$ cat src/rtl/atomx_mac_unit.sv
// Sequential 16x16 unsigned shift-add multiply-accumulate unit for the Atom X extension.
// Optional accumulator saturation with a sticky overflow flag: define ATOMX_MAC_SAT_EN.
module atomx_mac_unit #(
    parameter int unsigned ITER  = 16,
    parameter int unsigned ACC_W = 32
) (
    input  logic             clk_i,
    input  logic             rst_i,
    input  logic             start_i,
    input  logic [1:0]       op_i,
    input  logic [ITER-1:0]  a_i,
    input  logic [ITER-1:0]  b_i,
    output logic             busy_o,
    output logic             done_o,
    output logic [ACC_W-1:0] result_o,
    output logic [ACC_W-1:0] acc_o,
    output logic             ovf_o
);

    localparam int unsigned CW = $clog2(ITER);
    localparam logic [CW-1:0] LAST = CW'(ITER - 1);

    typedef enum logic [1:0] {
        S_IDLE,
        S_RUN,
        S_DONE
    } state_t;

    typedef enum logic [1:0] {
        OP_MUL  = 2'b00,
        OP_MAC  = 2'b01,
        OP_CLR  = 2'b10,
        OP_READ = 2'b11
    } op_t;

    state_t            state;
    op_t               op_q;
    logic [ACC_W-1:0]  mcand;
    logic [ITER-1:0]   mplier;
    logic [ACC_W-1:0]  pp;
    logic [CW-1:0]     cnt;

`ifdef ATOMX_MAC_SAT_EN
    logic [ACC_W:0]    mac_sum;

    always_comb begin
        mac_sum = {1'b0, acc_o} + {1'b0, pp};
    end
`else
    assign ovf_o = 1'b0;
`endif

    always_ff @(posedge clk_i) begin
        if (rst_i) begin
            state    <= S_IDLE;
            op_q     <= OP_MUL;
            mcand    <= '0;
            mplier   <= '0;
            pp       <= '0;
            cnt      <= '0;
            busy_o   <= 1'b0;
            done_o   <= 1'b0;
            result_o <= '0;
            acc_o    <= '0;
`ifdef ATOMX_MAC_SAT_EN
            ovf_o    <= 1'b0;
`endif
        end else begin
            done_o <= 1'b0;
            case (state)
                S_IDLE: begin
                    busy_o <= 1'b0;
                    // The done_o cycle is spent in IDLE with busy_o still high,
                    // so a start seen during it must not be taken.
                    if (start_i && !done_o) begin
                        busy_o <= 1'b1;
                        op_q   <= op_t'(op_i);
                        mcand  <= {{(ACC_W-ITER){1'b0}}, a_i};
                        mplier <= b_i;
                        pp     <= '0;
                        cnt    <= '0;
                        if (op_i == OP_MUL || op_i == OP_MAC)
                            state <= S_RUN;
                        else
                            state <= S_DONE;
                    end
                end
                S_RUN: begin
                    if (mplier[0])
                        pp <= pp + mcand;
                    mcand  <= mcand << 1;
                    mplier <= mplier >> 1;
                    cnt    <= cnt + 1'b1;
                    if (cnt == LAST)
                        state <= S_DONE;
                end
                S_DONE: begin
                    done_o <= 1'b1;
                    state  <= S_IDLE;
                    case (op_q)
                        OP_MUL: result_o <= pp;
                        OP_MAC: begin
`ifdef ATOMX_MAC_SAT_EN
                            if (mac_sum[ACC_W]) begin
                                acc_o    <= '1;
                                result_o <= '1;
                                ovf_o    <= 1'b1;
                            end else begin
                                acc_o    <= mac_sum[ACC_W-1:0];
                                result_o <= mac_sum[ACC_W-1:0];
                            end
`else
                            acc_o    <= acc_o + pp;
                            result_o <= acc_o + pp;
`endif
                        end
                        OP_CLR: begin
                            acc_o    <= '0;
                            result_o <= '0;
`ifdef ATOMX_MAC_SAT_EN
                            ovf_o    <= 1'b0;
`endif
                        end
                        default: result_o <= acc_o;
                    endcase
                end
                default: state <= S_IDLE;
            endcase
        end
    end

endmodule

$ cat config.mk
export PLATFORM = sky130hd
export DESIGN_NAME = atomx_mac_unit
export DESIGN_NICKNAME = d
export VERILOG_FILES = /design/src/rtl/atomx_mac_unit.sv
export SDC_FILE = /design/constraint.sdc
export NUM_CORES = 1
export LEC_CHECK = 0
export CAP_MARGIN = 15
export CELL_PAD_IN_SITES_DETAIL_PLACEMENT = 1
export CELL_PAD_IN_SITES_GLOBAL_PLACEMENT = 2
export CORE_MARGIN = 8
export CORE_UTILIZATION = 37
export CTS_CLUSTER_SIZE = 20
export DETAILED_ROUTE_END_ITERATION = 10
export PLACE_DENSITY_LB_ADDON = 0.1
export SLEW_MARGIN = 10
export SYNTH_ARGS = -nofsm -noshare
export SYNTH_HDL_FRONTEND = slang
export SYNTH_SLANG_ARGS = --single-unit
export TNS_END_PERCENT = 1
$ cat constraint.sdc
create_clock -name clk_i -period 7.5 [get_ports clk_i]
set_input_delay 1.125 -clock clk_i [delete_from_list [all_inputs] [get_ports clk_i]]
set_output_delay 1.125 -clock clk_i [all_outputs]
set_load 0.05 [all_outputs]
; Word level (Yosys, flattened, before mapping)
; Index checks and enable logic that the tools add are counted.
[totals]
word_cells = 52
latch_bits = 0
ff_bits = 154
ramBits = 0
out_inout_bits = 67
in_bits = 37
n_memories = 0
mem_bits_ro = 0
[classes]
magnitude_cmp = 0
n_shift = 0
n_mux = 17
n_addsub = 3
n_bitwise = 0
n_div = 0
eq_ne = 9
reduce_logical = 13
mul = 0
[op_table]
columns = operator, count
row1 = $pmux W32 S2, 3
row2 = $mux W32, 3
row3 = $pmux W32 S3, 1
row4 = $add A32 B32 Y32, 2
row5 = $pmux W16 S2, 1
row6 = $mux W16, 1
row7 = $pmux W4 S2, 1
row8 = $reduce_and A2 Y1, 4
row9 = $eq A2 B1 Y1 const B, 3
row10 = $logic_not A2 Y1, 3
row11 = $mux W2, 3
row12 = $ne A2 B2 Y1 const B, 3
row13 = $add A4 B1 Y4 const B, 1
row14 = $eq A2 B2 Y1 const B, 2
row15 = $eq A4 B4 Y1 const B, 1
row16 = $mux W4, 1
row17 = $pmux W2 S2, 1
row18 = $reduce_bool A2 Y1, 2
row19 = $reduce_and A3 Y1, 1
row20 = $mux W1, 2
row21 = $logic_and A1 B1 Y1, 1
row22 = $logic_not A1 Y1, 1
row23 = $logic_or A1 B1 Y1, 1

; Longest topological paths before layout
[depth]
depth_word = 5
ltp_mapped = 13
depth_no_buf = 13

; Worst setup path after synthesis
; OpenSTA, ideal clock, no wires.
[synth_timing]
path_type = reg2reg
startpoint = reg acc_o[0]
endpoint = reg acc_o[28]
period_less_slack_ns = 3.239
setup_time_ns = 0.071
n_path_buf = 0
arrival_ns = 3.168
required_time_ns = 7.429
setup_slack_ns = 4.261
path_stages_with_launch = 14
path_cell_list = dfxtp_1 ha_1 inv_1 fa_1 nand2b_1 a211oi_1 o41a_1 a31o_2 a41oi_2 nor2_1 a221oi_1 xor2_1 or3_1 a21oi_1
[synth_between]
elab_chain_cells = 2
[synth_lines]
columns = item, line
row1 = start: declaration, 16  ; output logic [ACC_W-1:0] acc_o,
row2 = start signal: assignment, 113  ; acc_o <= acc_o + pp;
row3 = $add A32 B32 Y32, 113
row4 = $pmux W32 S2, 100  ; case (op_q)
; No other way between the ends.
; A chain may end at the register's enable or synchronous reset.

; Worst setup path in the final report
[layout_timing]
startpoint = reg pp[0]
endpoint = reg acc_o[28]
[layout_between]
elab_chain_cells = 2
[layout_lines]
columns = item, line
row1 = start: declaration, 40  ; logic [ACC_W-1:0] pp;
row2 = start signal: assignment, 90  ; pp <= pp + mcand;
row3 = $add A32 B32 Y32, 113
row4 = $pmux W32 S2, 100
; No other way between the ends.

==> results.md <==
Global routing:
- The number of antenna violations at the first check in global routing was 0.
- The via count of the first global-routing pass is between 9000 and 10000.
- The wire length of the first global-routing pass is 48.9 mm.
- The total routing usage reported by global routing is 19.5%.
- The global route total overflow is 0.
- Entering global routing, the biggest net connects 81 pins.

Placed design:
- During placement, the flow inserted port buffers numbering around 100.
- The post-detailed-placement half-perimeter wirelength is 21.0 mm.
- The worst setup slack after placement is 3650 ps.
- The congestion estimate from routability-driven global placement came to around 0.84.

Power and ir drop:
- VDD sags by at most slightly above 90 uV.
- The share of total power dissipated in the clock network is approximately half.
- The switching fraction of total power is about a quarter.
- Of the total power, combinational logic draws 10.6%.
- The switching power summed over all nets is roughly 0.55 mW.
- For this design the ratio of total power to cell area is 189 nW/um^2.
- Of the total power, registers draw 41.1%.
- The internal portion of total power is between 1.5 and 2 mW.
- The analysis attributes to cell leakage a power of ~4.5 nW.
- The design draws approximately 2.1 mW.

Die:
- The die is around 170 um wide.
- The die footprint is slightly above 30000 um^2.
- After floorplanning, the core was sized to cover 24900 um^2.
- The floorplan has 58 rows.
- roughly 100 I/O pins were placed.
- The die is around 170 um tall.
- The initial utilization of the core area, before any placement, comes to between 30% and 40%.

Synthesis:
- The net count after synthesis is between 1000 and 1500.
- The post-synthesis average cell area is 8.03 um^2.
- The prevailing post-synth register cell is sky130_fd_sc_hd__dfxtp_1.
- Counting distinct cell types in the post-synthesis netlist gives 72.
- The total of warnings raised by yosys is 0.
- After synthesis the cells add up to around 9300 um^2.
- The number of synthesized flops with an enable pin is 0.
- Summing the sequential cell areas from Yosys gives 33.3% of the chip area.
- The number of cells produced by synthesis is ~1200.
- After synthesis, the share of flip-flops with an asynchronous set or reset is 0%.
- Counting flops and latches in the post-synthesis netlist gives 154.

Clock network:
- The master cell of the clock root buffer is sky130_fd_sc_hd__clkbuf_16.
- Once the clock tree was built, the resizer swapped 0 gates to a different size.
- The clock tree from TritonCTS is done.
- The number of buffers inserted by hold repair at cts is 0.
- The number of buffers inserted by post-CTS setup repair is 0.
- The insertion delay of the later-clocked pin in the worst-skew pair is 430 ps.
- The H-tree was split into 4 levels.
- The number of buffers created by CTS is 17.
- Clock-pin slew was measured on the worst setup and hold paths at 60 ps.
- The number of buffers between clock root and the deepest sink is 2.
- The number of clock sinks seen by CTS is between 150 and 200.

Hold path:
- The path type of the worst min-delay path is register to register.

Cells and area:
- The core utilization of the finished layout is between 40 and 50%.
- The post-synthesis to final-layout area growth is 21.0%.
- The number of filler cells placed in the layout is just under 3000.
- The number of inserted diodes is 0.
- The layout net count is between 1000 and 1500.
- In the final layout, the share of cells above drive strength 1 is under 10%.
- The most frequent standard cell in the layout excluding fill and tap cells is sky130_fd_sc_hd__nor2_1.
- In the layout the commonest cells are sky130_fd_sc_hd__nor2_1, sky130_fd_sc_hd__dfxtp_1, sky130_fd_sc_hd__clkdlybuf4s50_1, sky130_fd_sc_hd__a21oi_1, sky130_fd_sc_hd__nand2_1.

STA:
- At the pin with the least slew margin, the transition time is ~1100 ps.
- Hold timing on the final database bottoms out at a slack of around 460 ps.
- The maximum frequency from static timing analysis is around 290 MHz.
- Measured against its own limit, the worst slew margin works out to 25.3%.
- The final worst clock skew is about 15 ps.
- After routing, the total negative slack on setup checks comes to 0 ps.
- The final critical-path required period is 3420 ps.
- The count of endpoints failing hold in the final timing report is 0.
- The worst path uses 45.6% of the clock period.
- Setup violations remaining at the end of the flow were counted as 0.
- In the post-route analysis, the smallest setup slack over all paths is roughly 4000 ps.
- Setup repair after global routing left no endpoint under its margin.
- The max-slew violation total from the final report is 0.

Setup path:
- Data on the critical path arrives at its endpoint at approximately 3800 ps.
- Walking the worst path, the cells encountered are ha_1 -> inv_1 -> fa_1 -> nand2b_1 -> a211oi_1 -> o41a_1 -> a31o_2 -> a41oi_2 -> nor2_1 -> a221oi_1 -> xor2_1 -> or3_1 -> a21oi_1.
- The worst setup path is of the register to register kind.
- At the worst endpoint, the required time is 7840 ps.
- The largest fanout on the critical path is 4.
- The worst setup path is launched from a register.
- The slowest cell on the critical path is sky130_fd_sc_hd__dfxtp_1.
- The endpoint class of the critical path is a register.
- The peak per-stage delay on the critical path is 420 ps.

Detailed routing:
- The total vias in the final route is a little under 9000.
- The wire length per cell is approximately 19 um.
- For this run, design rule violations remaining after detail routing come to 0.
- The detailed-route vias per instance is roughly 5.5.
- The first routing iteration left 509 violations.
- Summed over all layers, the routed wires come to between 20 and 30 mm.
- The count of nets left with antenna violations once routing finished came out at 0.
- The first detailed-routing pass ran for 4 iterations.

Job:
- The count of max-cap constraint violations is 0.

Run status:
- The run finished with clean final reports.
[per-stage QoR]
step	instance area, um^2	cells
3_5_place_dp	10500	1533
6_report	11200	1565
5_1_grt	11200	1565
4_1_cts	11200	1565
3_3_place_gp	10500	1533
2_1_floorplan	9270	1155
[power by group through the flow]
stage          combinational [mW]  clock, mW  sequential, mW
4_1_cts                     0.228       1.05           0.870
6_report                    0.224       1.02           0.870
5_1_grt                     0.250       1.09           0.874
2_1_floorplan               0.133          0           0.899
3_5_place_dp                0.227          0           0.889
3_3_place_gp                0.223          0           0.888
[kinds of logic (layout without fill, tap and decap cells)]
| logic type | after synthesis | in the layout | share of synthesized area [%] |
|---|---|---|---|
| compound gates | 355 | 355 | 26.4 |
| xor+xnor | 51 | 51 | 4.82 |
| fa+ha+maj | 69 | 69 | 9.47 |
| buf+inv | 89 | 169 | 3.97 |
| flops | 154 | 154 | 33.3 |
| mux | 5 | 5 | 0.553 |
| other cells | 1 | 1 | 0.0404 |
| simple gates | 431 | 431 | 21.5 |
[critical path: cells and delay by family (launching register included)]
kind                       cells  cell delay, ps
AOI/OAI and AO/OA              6            1340
xor gates and xnor gates       1             170
adders and majority gates      2             630
buffers and inverters          1              70
DFF                            1             420
and+or+nand+nor                3             720
[state kept, by name (all words and copies together) (netlist names)]
signal    count
cnt           4
done_o        1
mplier       16
acc_o        32
state         2
busy_o        1
pp           32
result_o     32
mcand        32
op_q          2
[per-layer routing]
layer	wire (um)	vias to the layer above	global-route usage (%)
met5	0	-	0
met4	380	0	4.92
met3	1120	30	3.47
met2	12900	135	31.0
met1	14900	4143	26.8
li1	-	4352	-
[area by class of cell]
type | instances | area [um^2] | area share, %
Clock buffer | 19 | 453 | 4.04
Inverter | 20 | 75.1 | 0.669
Sequential cell | 154 | 3080 | 27.5
Timing Repair Buffer | 117 | 1130 | 10.1
Clock inverter | 13 | 238 | 2.12
Tap cell | 330 | 413 | 3.68
Multi-Input combinational cell | 912 | 5830 | 51.9
[synthesized netlist by cell type, types with 6 or more instances]
library cell                 n  area, um^2
sky130_fd_sc_hd__nand3b_1    9        67.6
sky130_fd_sc_hd__nand4_1     7        43.8
sky130_fd_sc_hd__o211ai_1   17         128
sky130_fd_sc_hd__clkbuf_1   60         225
sky130_fd_sc_hd__a22oi_1    29         218
sky130_fd_sc_hd__a221oi_1   18         158
sky130_fd_sc_hd__dfxtp_1   154        3080
sky130_fd_sc_hd__nor2b_1     6        37.5
sky130_fd_sc_hd__inv_1      20        75.1
sky130_fd_sc_hd__nand2b_1   10        62.6
sky130_fd_sc_hd__ha_1       67         838
sky130_fd_sc_hd__nor2_1    184         691
sky130_fd_sc_hd__a221o_1     9        90.1
sky130_fd_sc_hd__o22ai_1     6        37.5
sky130_fd_sc_hd__nor4_1     33         206
sky130_fd_sc_hd__a22o_1     15         131
sky130_fd_sc_hd__nor3_1     30         150
sky130_fd_sc_hd__or3_1      20         125
sky130_fd_sc_hd__xor2_1     19         166
sky130_fd_sc_hd__a21o_1     32         240
sky130_fd_sc_hd__o21ai_0    61         305
sky130_fd_sc_hd__a211oi_1   12        90.1
sky130_fd_sc_hd__nand2_1    83         312
sky130_fd_sc_hd__xnor2_1    32         280
sky130_fd_sc_hd__a21oi_1    91         455
sky130_fd_sc_hd__nand3_1    30         150
sky130_fd_sc_hd__o21bai_1    6        45.0
sky130_fd_sc_hd__o21a_1     16         120
[path summary, 6_finish.rpt]
check | from | slack (ps) | endpoint | cells after the start
worst max-delay path | pp[0]$_SDFFE_PP0P_ | 4080 | acc_o[28]$_SDFFE_PP0P_ | 13
worst min register to register | result_o[5]$_SDFFE_PP0P_ | 460 | result_o[5]$_SDFFE_PP0P_ | 2
worst max register to register | pp[0]$_SDFFE_PP0P_ | 4080 | acc_o[28]$_SDFFE_PP0P_ | 13
worst min-delay path | result_o[5]$_SDFFE_PP0P_ | 460 | result_o[5]$_SDFFE_PP0P_ | 2
Power figures use the tool's default switching activity.
